<file path="src/rtl/cpu_ctrl_pkg.sv">
// Shared control-path definitions for opcode_sequencer and microcode_mod.
//   - sequencer state encoding
//   - CB prefix byte, interrupt-dispatch pseudo-opcode, idle opcode
//   - opcode width shared with the microcode ROM address
package cpu_ctrl_pkg;

  localparam int OPCODE_W = 9;
  localparam int STEP_W   = 3;

  localparam logic [7:0]          CB_PREFIX  = 8'hCB;
  // 0xD3 is an unused LR35902 slot, so it can never collide with a fetched opcode.
  localparam logic [OPCODE_W-1:0] IRQ_OPCODE = 9'h0D3;
  localparam logic [OPCODE_W-1:0] NOP_OPCODE = 9'h000;

  typedef enum logic [1:0] {
    S_FETCH    = 2'd0,
    S_CB_FETCH = 2'd1,
    S_EXEC     = 2'd2,
    S_HALT     = 2'd3
  } state_t;

endpackage

</file>
<file path="src/rtl/opcode_sequencer.sv">
// opcode_sequencer: front end of the CPU control path.
// Fetches instruction bytes, folds the 0xCB prefix into opcode bit 8, holds the
// 9-bit microcode opcode stable while the instruction executes, injects the
// interrupt-dispatch pseudo-opcode and parks the core in HALT.
// Ports:
//   clk          in   system clock, rising edge
//   reset_n      in   asynchronous reset, active low
//   mem_rdata    in   fetched instruction byte
//   mem_valid    in   mem_rdata valid this cycle
//   instr_done   in   last cycle of the current instruction (EXEC only)
//   halt_req     in   current instruction is HALT (sampled with instr_done)
//   ime          in   interrupt master enable
//   irq_pending  in   any enabled interrupt pending
//   fetch_req    out  request next byte (combinational)
//   opcode       out  {cb_page, byte}, registered
//   opcode_valid out  state is EXEC
//   step         out  cycles elapsed in EXEC, saturating
//   irq_ack      out  one-cycle pulse when the dispatch is injected
//   halted       out  state is HALT
module opcode_sequencer
  import cpu_ctrl_pkg::*;
(
  input  logic                clk,
  input  logic                reset_n,
  input  logic [7:0]          mem_rdata,
  input  logic                mem_valid,
  input  logic                instr_done,
  input  logic                halt_req,
  input  logic                ime,
  input  logic                irq_pending,
  output logic                fetch_req,
  output logic [OPCODE_W-1:0] opcode,
  output logic                opcode_valid,
  output logic [STEP_W-1:0]   step,
  output logic                irq_ack,
  output logic                halted
);

  state_t              state_q;
  logic [OPCODE_W-1:0] opcode_q;
  logic [STEP_W-1:0]   step_q;
  logic                irq_take;

  // The reset state is FETCH, so the fetch/ack decode is gated with reset_n to
  // keep both outputs low while reset is held.
  assign irq_take = reset_n & (state_q == S_FETCH) & ime & irq_pending;

  always_ff @(posedge clk or negedge reset_n) begin
    if (!reset_n) begin
      state_q  <= S_FETCH;
      opcode_q <= NOP_OPCODE;
      step_q   <= '0;
    end else begin
      case (state_q)
        S_FETCH: begin
          // Interrupt wins over a coincident byte; that byte is dropped.
          if (irq_take) begin
            opcode_q <= IRQ_OPCODE;
            state_q  <= S_EXEC;
          end else if (mem_valid) begin
            if (mem_rdata == CB_PREFIX) begin
              state_q <= S_CB_FETCH;
            end else begin
              opcode_q <= {1'b0, mem_rdata};
              state_q  <= S_EXEC;
            end
          end
        end
        S_CB_FETCH: begin
          // Any byte here, including another 0xCB, is a CB-page opcode.
          if (mem_valid) begin
            opcode_q <= {1'b1, mem_rdata};
            state_q  <= S_EXEC;
          end
        end
        S_EXEC: begin
          if (instr_done) begin
            step_q   <= '0;
            // Back to the idle opcode so FETCH and HALT present NOP.
            opcode_q <= NOP_OPCODE;
            state_q  <= halt_req ? S_HALT : S_FETCH;
          end else if (step_q != '1) begin
            step_q <= step_q + 1'b1;
          end
        end
        S_HALT: begin
          // Wake on any pending interrupt; FETCH decides whether to dispatch.
          if (irq_pending) begin
            state_q <= S_FETCH;
          end
        end
        default: begin
          state_q <= S_FETCH;
        end
      endcase
    end
  end

  assign fetch_req    = reset_n & (((state_q == S_FETCH) & ~irq_take) |
                                   (state_q == S_CB_FETCH));
  assign irq_ack      = irq_take;
  assign opcode       = opcode_q;
  assign opcode_valid = (state_q == S_EXEC);
  assign step         = step_q;
  assign halted       = (state_q == S_HALT);

endmodule
</file>
<file path="config.mk">
export PLATFORM = sky130hd
export DESIGN_NAME = opcode_sequencer
export DESIGN_NICKNAME = d
export VERILOG_FILES = /design/src/rtl/cpu_ctrl_pkg.sv /design/src/rtl/opcode_sequencer.sv
export SDC_FILE = /design/constraint.sdc
export NUM_CORES = 1
export LEC_CHECK = 0
export CORE_MARGIN = 4
export CORE_UTILIZATION = 40
export DETAILED_ROUTE_END_ITERATION = 8
export GPL_ROUTABILITY_DRIVEN = 0
export PLACE_DENSITY = 0.73
export SLEW_MARGIN = 15
export SYNTH_ARGS = -nofsm -noshare
export SYNTH_HDL_FRONTEND = slang
export SYNTH_SLANG_ARGS = --single-unit
</file>
<file path="constraint.sdc">
create_clock -name clk -period 2.2 [get_ports clk]
set_input_delay 0.55 -clock clk [delete_from_list [all_inputs] [get_ports clk]]
set_output_delay 0.55 -clock clk [all_outputs]
set_load 0.005 [all_outputs]
</file>
==> results by group, run 1 <==
Synth
  – EDFF count, synth: 0
  – Synth Area in Compound Gates: approximately 13%
  – Synthesized flop and latch total: 14
  – Post-synth top area share: 40.3%
  – Dominant cells by area after synthesis: dfrtp_1 40%, ha_1 12%, mux2i_1 8.1%
  – Distinct cells, synth: 22
  – Area leader, netlist: dfrtp_1
  – Post-Synth Adder-Cell Area: 11.5%
  – Mapped Area: 868 um^2
  – Simple-gate share of the synthesized area: 14.7%
  – Cells after synthesis: 79
  – Top_reg_cell synth: dfrtp_1
  – Yosys warnings: 0
  – Largest family of logic cells by synthesized area: multiplexers
  – Async SR Flop Fraction: 100%
  – Syn Nets: 102
  – Post-synthesis average cell area: ~11 um^2
  – Sequential-to-total area share from yosys stat: about two fifths
  – Proportion of synthesized area in mux cells: approximately 16%
  – XOR/XNOR Fraction of Synth Area: 0%

Hold path
  – HP Class: primary input to asynchronous set/reset pin

Clocking
  – Clock Sinks: 14
  – Skew-Pair Late Insertion Delay: approximately 270 ps
  – Setup Fix Bufs, Post-CTS: 0
  – Root buffer cell: clkbuf_4
  – CTS tree: built
  – H-tree Lvls: 1
  – Clk buf depth: 2
  – Total CTS buffers: 3
  – Clock transition at path regs: approximately 90 ps

Power
  – Leak: roughly 0.63 nW
  – Pwr Total: about 1.7 mW
  – Pwr per Cell Area: 1270 nW/um^2
  – Max IR drop VDD: 0.846 mV

STA
  – Final period util: around 95%
  – Fmax: about 0.48 GHz
  – Crit path time final: between 2000 and 2500 ps
  – Setup violations, final: 0
  – Max-slew headroom: approximately 75%
  – Slew Viols, Final: 0
  – Final Hold Violating Endpoints: 0
  – RSZ-0062 raised after global routing: false
  – Worst slew pin tran: 368 ps
  – Skew final: roughly 4.2 ps
  – Final setup TNS: 0 ps

Floorplan
  – # IOs: 31
  – FP Rows: 16
  – Die Y-Extent: roughly 55 um
  – Starting Density: a little over two fifths
  – Core area: 2000 um^2
  – Die X: ~55 um
  – Die area: ~3000 um^2

Flow run
  – Max Cap Viol: 0

GRT
  – Vias in the first global route: around 700
  – Initial antenna violation count: 0
  – First-pass GRT wire length: 3310 um
  – Grt total ovfl: 0
  – Gr usage total: between 10% and 20%
  – Largest net degree at the start of global routing: 10

Drt
  – DR DRC count: 0
  – Drt first-iter violations: 0
  – Post-DR wirelength/cell: between 10 and 15 um
  – Vias per inst: between 4 and 5
  – Pre-antenna DRT Iters: 1
  – DRT antenna net count: 0
  – Routed vias: 708
  – Routed Wire Length: about 1900 um

Critical path
  – Instance count on the critical path: 3
  – Slowest stage delay, CP: between 500 and 600 ps
  – CP top delay family: buffers and inverters
  – Crit path DAT: roughly 1500 ps
  – CP required: between 1500 and 2000 ps
  – CP Class: flip-flop to output port
  – Crit-path slowest cell: clkdlybuf4s50_1
  – Path depth of the worst reg2reg path: 7
  – CP bufs+invs: 2
  – Worst-path cell chain: inv_2 > ha_1 > clkdlybuf4s50_1
  – CP Launch Type: flip-flop
  – CP Capture Type: output port
  – Peak fanout along the critical path: 5

Cells and area
  – Share of cells above drive strength 1: between 10% and 20%
  – Area Growth Syn to Fin: 50.0%
  – Final non-filler cell total: about 150
  – Ant diodes: 0
  – Final core utilization: 65.1%
  – Final nets: roughly 150

Placed design
  – # port buffers: 30
  – Post-DP HPWL: ~1700 um
  – # placed instances: about 140

Status
  – Result of the run: finished, final reports clean
## synth_stat cells, types with 2 or more instances
| master | instances |
|---|---|
| mux2_4 | 4 |
| nand2_1 | 4 |
| dfrtp_1 | 14 |
| and4b_1 | 2 |
| o21ai_0 | 6 |
| ha_1 | 8 |
| o2bb2ai_1 | 3 |
| inv_1 | 10 |
| mux2i_1 | 7 |
| a22oi_1 | 2 |
| and3_1 | 3 |
| nand4_1 | 3 |
| nor2_1 | 4 |
## final cells by class
type | instances | area (um^2)
clock buffer | 4 | 36.3
fill | 178 | 699
inverter | 10 | 37.5
timing repair buffer | 38 | 358
tap | 27 | 33.8
multi-input combinational | 55 | 487
sequential | 14 | 350
## layout by cell type (no fill, tap or decap), types with 2 or more instances in the layout
cell type         n
clkbuf_4          3
inv_1             8
nor2_1            4
buf_4             8
o21ai_0           6
clkdlybuf4s50_1  25
a22oi_1           2
inv_2             2
o2bb2ai_1         3
nand4_1           3
nand2_1           4
and4b_1           2
dfrtp_1          14
mux2_4            4
and3_1            3
ha_1              7
mux2i_1           7
dlygate4sd2_1     4
## flip-flops by register name (all words and copies together), names as in the netlist
name / count
state_q: 2
opcode: 9
step: 3
## final timing paths
kind | to | start | slack [ps]
setup reg to reg | opcode[7]$_DFFE_PN0P_ | state_q[1]$_DFFE_PN0P_ | 200
setup / recovery | opcode_valid | state_q[0]$_DFFE_PN0P_ | 110
hold / removal | opcode[4]$_DFFE_PN0P_ | reset_n | 440
min in group clk | opcode[5]$_DFFE_PN0P_ | opcode[5]$_DFFE_PN0P_ | 520
max in group asynchronous | opcode[2]$_DFFE_PN0P_ | reset_n | 1600
hold reg to reg | opcode[5]$_DFFE_PN0P_ | opcode[5]$_DFFE_PN0P_ | 520
## power breakdown
group	total, mW	internal [mW]	leakage [nW]	switching [mW]
clock network	0.185	0.100	0.0210	0.0848
logic	1.02	0.593	0.431	0.427
registers	0.453	0.370	0.181	0.0831
## metal layers
layer  wire length [um]  track usage (%)  part of all wire (%)  vias up
met4                 19             3.73                  0.98        0
met2               1000             27.6                    52        9
met3                 39             2.45                   2.0        2
li1                   -                -                     -      369
met1                875             19.4                    45      328
met5                  0                0                     0        -
## cell families (layout without fill, tap and decap cells)
logic type      Yosys count  after routing
compound gates           14             14
fa+ha+maj                 8              8
buf+inv                  10             52
flops                    14             14
mux                      12             12
simple gates             21             21
## stage by stage
| step | hold slack, ps | setup WS, ps | instance area (um^2) |
|---|---|---|---|
| 2_1_floorplan | 254 | 284 | 868 |
| 3_3_place_gp | 497 | -180 | 1260 |
| 3_5_place_dp | 506 | -245 | 1260 |
| 4_1_cts | 444 | 18.1 | 1300 |
| 5_1_grt | 475 | 2.95 | 1300 |
| 6_report | 438 | 113 | 1300 |
## what timing repair did
item                       in CTS  in global routing
setup endpoints to repair       2                  1
pin swaps                       0                  1
hold buffers                    0                  0
gates resized for setup         7                  2
Note: power is estimated with default switching activity, not from simulation.
==> inputs of run 2 (changes only) <==
--- a/config.mk
+++ b/config.mk
@@ -9,8 +9,10 @@
 export CORE_UTILIZATION = 40
 export DETAILED_ROUTE_END_ITERATION = 8
 export GPL_ROUTABILITY_DRIVEN = 0
+export HOLD_SLACK_MARGIN = 0.15
 export PLACE_DENSITY = 0.73
 export SLEW_MARGIN = 15
 export SYNTH_ARGS = -nofsm -noshare
 export SYNTH_HDL_FRONTEND = slang
 export SYNTH_SLANG_ARGS = --single-unit
+export TNS_END_PERCENT = 30
==> constraint.sdc (replaced) <==
create_clock -name clk -period 1.97 [get_ports clk]
set_input_delay 0.4925 -clock clk [delete_from_list [all_inputs] [get_ports clk]]
set_output_delay 0.4925 -clock clk [all_outputs]
set_load 0.005 [all_outputs]
==> run 2 against run 1 <==
  * Utilization rose by 5.0 points
  * Non-clock buffer count rose by 7
  * First-iteration DRC count rose by 16
  * Clock power rose by 15%
  * Global-route usage rose by 0.86 points
  * Hold slack got worse by 91 ps
  * Sequential cell count did not move
  * Die area did not move
  * Largest power group unchanged
==> results by group, run 2 (synthesis results as in run 1) <==
Status
  – Result of the run: finished, final reports clean

Drt
  – Vias per inst: 5.02 (+4.9%)
  – DRT antenna net count: 0 (unchanged)
  – Drt first-iter violations: 16 (+16)
  – Routed Wire Length: 2220 um (+14%)
  – Pre-antenna DRT Iters: 4 (+3)
  – Routed vias: 778 (+9.9%)
  – DR DRC count: 0 (unchanged)
  – Post-DR wirelength/cell: 14.3 um (+9.3%)

Critical path
  – CP bufs+invs: 3 (+1)
  – CP top delay family: buffers and inverters
  – Worst-path cell chain: buf_6 > buf_4 > ha_1 > dlygate4sd2_1
  – CP Launch Type: flip-flop
  – CP required: 1480 ps (-170 ps)
  – Path depth of the worst reg2reg path: 6 (-1)
  – Crit. Startpoint: state_q[0]$_DFFE_PN0P_
  – Crit path DAT: 1410 ps (-130 ps)
  – Peak fanout along the critical path: 3 (-2)
  – CP Capture Type: output port
  – RR Endpoint: state_q[0]$_DFFE_PN0P_
  – R2R Setup Slk: 110 ps (-90 ps)
  – Slowest stage delay, CP: 410 ps (-110 ps)
  – CP Class: flip-flop to output port
  – Reg-to-reg startpoint: state_q[1]$_DFFE_PN0P_
  – Crit-path slowest cell: dfrtp_1

Clocking
  – Clock transition at path regs: 90 ps (about the same)
  – Skew-Pair Late Insertion Delay: 280 ps (about the same)
  – Total CTS buffers: 3 (unchanged)
  – Root buffer cell: clkbuf_4
  – CTS tree: built
  – Clock Sinks: 14 (unchanged)
  – H-tree Lvls: 1 (unchanged)
  – CTS Hold Bufs: 0 (unchanged)
  – Clk buf depth: 2 (unchanged)

Placed design
  – Post-DP HPWL: 1710 um (+3.3%)
  – # port buffers: 30 (unchanged)

Floorplan
  – FP Rows: 16 (unchanged)
  – Core area: 2000 um^2 (unchanged)
  – Die X: 54.6 um (unchanged)
  – # IOs: 31 (unchanged)
  – Die area: 2980 um^2 (unchanged)
  – Starting Density: 43.4% (unchanged)
  – Die Y-Extent: 54.6 um (unchanged)

STA
  – Hold_ws: 347 ps (-90.8 ps)
  – Crit path time final: between 1500 and 2000 ps
  – RSZ-0062 raised after global routing: false
  – Setup violations, final: 0 (unchanged)
  – Max-slew headroom: 76.7% (+1.6 points)
  – Slew Viols, Final: 0 (unchanged)
  – Worst slew pin tran: 349 ps (-19.1 ps)
  – Final period util: 96.7%
  – Fmax: around 0.52 GHz
  – Final Hold Violating Endpoints: 0 (unchanged)
  – Skew final: 3.95 ps (-0.222 ps)

GRT
  – Largest net degree at the start of global routing: 10 (unchanged)
  – Gr usage total: 16.4% (+0.86 points)
  – First-pass GRT wire length: 3470 um (+4.8%)
  – Vias in the first global route: 771 (+6.9%)
  – Grt total ovfl: 0 (unchanged)
  – Initial antenna violation count: 0 (unchanged)

Cells and area
  – Ant diodes: 0 (unchanged)
  – Area Growth Syn to Fin: 61.5%
  – Most common cell after layout, fill and taps aside: clkdlybuf4s50_1
  – Final nets: 152 (+4.8%)
  – Most frequent cells in the layout: 23 x clkdlybuf4s50_1, 14 x dfrtp_1, 13 x buf_4, 8 x inv_1, 7 x mux2i_1
  – Number of flip-flops in the largest register: 9 (unchanged)
  – Share of cells above drive strength 1: 26.6% (+6.7 points)

Hold path
  – HP Class: primary input to asynchronous set/reset pin

Flow run
  – Max Cap Viol: 0 (unchanged)

Power
  – Leak: 0.679 nW (+7.3%)
  – Pwr per Cell Area: 1450 nW/um^2 (+14%)
  – Pwr Total: 2.04 mW (+23%)
  – Max IR drop VDD: 0.903 mV (+6.7%)
-- run 2: cell count changes in the layout (fill, tap and decap cells not counted), moves of 2 or more --
| cell | previous run | this run |
|---|---|---|
| buf_6 | 0 | 2 |
| ha_4 | 0 | 2 |
| clkdlybuf4s15_1 | 0 | 2 |
| buf_4 | 8 | 13 |
| clkdlybuf4s50_1 | 25 | 23 |
| ha_1 | 7 | 5 |
-- run 2: through the flow --
| step | TNS [ps] | instances | utilization (%) | setup WS (ps) | instance area [um^2] |
|---|---|---|---|---|---|
| global route | 0 | 155 | 70.1 | 7.73 | 1400 |
| floorplan | 0 | 79 | - | 53.6 | 868 |
| CTS | -103 | 154 | 67.4 | -96.4 | 1350 |
| detailed placement | -3370 | 148 | 64.6 | -298 | 1290 |
| global placement | -3120 | 148 | 64.6 | -286 | 1290 |
| finish | 0 | 155 | 70.1 | 64.6 | 1400 |
-- run 2: power breakdown --
group / internal (mW) / switching (mW)
Clock: 0.113 / 0.100
Combinational: 0.785 / 0.544
Sequential: 0.413 / 0.0818
Total: 1.31 / 0.726
-- run 2: routing by layer --
metal / track usage, % / up-vias / wire length (um)
met1: 19.1 / 363 / 905
met3: 2.72 / 4 / 92
met5: 0 / - / 0
met2: 28.5 / 23 / 1180
met4: 8.30 / 0 / 42
li1: - / 388 / -
-- run 2: what timing repair did --
item	in CTS	in global routing
gates resized for setup	9	12
setup buffers	2	2
setup endpoints to repair	7	13
pin swaps	1	3
-- run 2: worst register-to-register path: cells and delay by family, from the launching register on --
kind	cells	cell delay, ps
flops	1	400
buf+inv	1	110
mux	1	380
compound gates	1	120
simple gates	2	580
fa+ha+maj	1	160
-- run 2: how the worst max path moves through the flow --
stage                                  endpoint  slack (ps)  cells after the start
final                                    halted          60                      4
after global routing                     halted           8                      4
after CTS                          opcode_valid        -100                      4
after floorplan           opcode[2]$_DFFE_PN0P_          50                      6
after detailed placement              fetch_req        -300                      5
after global placement                fetch_req        -290                      5
-- run 2: layout make-up --
type                       count  area (um^2)
tap                           27         33.8
timing repair buffer          45          418
sequential                    14          350
clock buffer                   4         36.3
fill                         164          599
multi-input combinational     55          527
inverter                      10         37.5
==> inputs of run 3 (changes only) <==
==> constraint.sdc (replaced) <==
create_clock -name clk -period 1.97 [get_ports clk]
set_input_delay 0.197 -clock clk [delete_from_list [all_inputs] [get_ports clk]]
set_output_delay 0.197 -clock clk [all_outputs]
set_load 0.005 [all_outputs]
==> run 3 against run 2 <==
  * Sequential share of layout area increased by 2.1 points
  * Register-to-register slack about the same
  * Hold slack lost 11 ps
  * Die area did not move
  * Global-route usage fell by 2.1 points
  * First-iteration DRC count fell by 38%
  * Setup slack gained 41 ps
  * Design area down 7.4%
  * Critical path depth grew 1
==> results by group, run 3 (synthesis results as in run 1) <==
Status
  – Result of the run: finished, final reports clean

Drt
  – Post-DR wirelength/cell: 13.4 um (-6.3%)
  – Vias per inst: 5.00 (-0.39%)
  – DRT antenna net count: 0 (unchanged)
  – Routed Wire Length: 1950 um (-12%)
  – Drt first-iter violations: 10 (-6)
  – Routed vias: 725 (-6.8%)
  – Pre-antenna DRT Iters: 4 (unchanged)
  – DR DRC count: 0 (unchanged)

Flow run
  – Max Cap Viol: 0 (unchanged)

Critical path
  – Crit-path slowest cell: clkdlybuf4s50_1
  – RR Endpoint: state_q[0]$_DFFE_PN0P_
  – Worst-path cell chain: inv_4 > ha_4 > nand4_1 > inv_1 > clkdlybuf4s50_1
  – Slowest stage delay, CP: 500 ps (+90 ps)
  – CP top delay family: buffers and inverters
  – CP Capture Point: irq_ack
  – Crit path DAT: 1670 ps (+260 ps)
  – CP Class: flip-flop to output port
  – Instance count on the critical path: 5 (+1)
  – R2R Setup Slk: 120 ps (about the same)
  – CP bufs+invs: 3 (unchanged)
  – CP required: 1770 ps (+290 ps)
  – Peak fanout along the critical path: 5 (+2)
  – CP Launch Type: flip-flop
  – CP Capture Type: output port
  – Path depth of the worst reg2reg path: 6 (unchanged)
  – Crit. Startpoint: state_q[0]$_DFFE_PN0P_
  – Reg-to-reg startpoint: state_q[1]$_DFFE_PN0P_

Placed design
  – Pre-CTS setup slack: 45.2 ps (+343 ps)
  – # port buffers: 30 (unchanged)
  – Post-DP HPWL: 1580 um (-7.6%)

GRT
  – Initial antenna violation count: 0 (unchanged)
  – Vias in the first global route: 685 (-11%)
  – Gr usage total: 14.3% (-2.1 points)
  – Grt total ovfl: 0 (unchanged)
  – Largest net degree at the start of global routing: 16 (+6)
  – First-pass GRT wire length: 2950 um (-15%)

Power
  – Leak: 0.616 nW (-9.3%)
  – Pwr per Cell Area: 1440 nW/um^2 (-0.61%)
  – Pwr Total: 1.87 mW (-8.0%)
  – Max IR drop VDD: 0.830 mV (-8.1%)

STA
  – Final period util: 94.6% (-2.1 points)
  – Fmax: 0.536 GHz (+2.2%)
  – Crit path time final: 1860 ps (-41.0 ps)
  – Final Hold Violating Endpoints: 0 (unchanged)
  – Max-slew headroom: 75.5% (-1.2 points)
  – Final setup TNS: 0 ps (unchanged)
  – Setup violations, final: 0 (unchanged)
  – Slew Viols, Final: 0 (unchanged)
  – Worst slew pin tran: 362 ps (+13.5 ps)
  – Hold_ws: 336 ps (-10.9 ps)
  – Skew final: 4.92 ps (+0.968 ps)
  – Final WS setup: 106 ps (+41.0 ps)
  – RSZ-0062 raised after global routing: false

Cells and area
  – Share of cells above drive strength 1: 17.8% (-8.8 points)
  – Number of flip-flops in the largest register: 9 (unchanged)
  – Most frequent cells in the layout: 29 x clkdlybuf4s50_1, 13 x dfrtp_1, 8 x inv_1, 7 x mux2i_1, 7 x ha_1
  – Final nets: 142 (-6.6%)
  – Area Growth Syn to Fin: 49.6%
  – FILL cells: 162 (-1.2%)
  – Most common cell after layout, fill and taps aside: clkdlybuf4s50_1
  – Final core utilization: 64.9% (-5.2 points)
  – Ant diodes: 0 (unchanged)

Clocking
  – CTS tree: built
  – Clock Sinks: 14 (unchanged)
  – Total CTS buffers: 3 (unchanged)
  – Root buffer cell: clkbuf_4
  – H-tree Lvls: 1 (unchanged)
  – Skew-Pair Late Insertion Delay: 280 ps (about the same)
  – CTS Hold Bufs: 0 (unchanged)
  – Clk buf depth: 2 (unchanged)
  – Clock transition at path regs: 90 ps (about the same)

Floorplan
  – FP Rows: 16 (unchanged)
  – Core area: 2000 um^2 (unchanged)
  – Die X: 54.6 um (unchanged)
  – # IOs: 31 (unchanged)
  – Die area: 2980 um^2 (unchanged)
  – Die Y-Extent: 54.6 um (unchanged)
  – Starting Density: 43.4% (unchanged)

Hold path
  – HP Class: primary input to asynchronous set/reset pin
-- run 3: through the flow --
stage	instances	cell area [um^2]
3_5_place_dp	140	1230
2_1_floorplan	79	868
5_1_grt	145	1300
3_3_place_gp	140	1230
6_report	145	1300
4_1_cts	145	1280
-- run 3: final cells by class --
| type | instances | area [um^2] | area share (%) |
|---|---|---|---|
| inverter | 10 | 40.0 | 3.08 |
| tap | 27 | 33.8 | 2.60 |
| timing repair buffer | 35 | 344 | 26.5 |
| multi-input combinational | 55 | 493 | 38.0 |
| sequential | 14 | 352 | 27.1 |
| clock buffer | 4 | 36.3 | 2.79 |
-- run 3: worst min path at each step --
stage                     slack [ps]               endpoint
after floorplan                 -100  opcode[0]$_DFFE_PN0P_
after global placement           500  opcode[3]$_DFFE_PN0P_
after detailed placement         500  opcode[3]$_DFFE_PN0P_
after CTS                        340    step[1]$_DFFE_PN0P_
after global routing             350    step[1]$_DFFE_PN0P_
final                            340    step[1]$_DFFE_PN0P_
-- run 3: per-layer routing --
metal / track usage [%] / share of wire (%)
met3: 4.09 / 3.1
met4: 6.22 / 1.4
met2: 24.8 / 51
met1: 16.1 / 44
met5: 0 / 0
-- run 3: power breakdown --
part / leakage [nW] / internal [mW] / switching (mW) / total [mW]
clock: 0.0210 / 0.112 / 0.0936 / 0.206
combinational: 0.415 / 0.672 / 0.485 / 1.16
sequential: 0.180 / 0.415 / 0.0954 / 0.510
-- run 3: repair_timing --
action,in CTS,in global routing
endpoints found under the setup margin,2,9
resized for setup,2,6
pin swaps,1,0
setup buffers,1,0
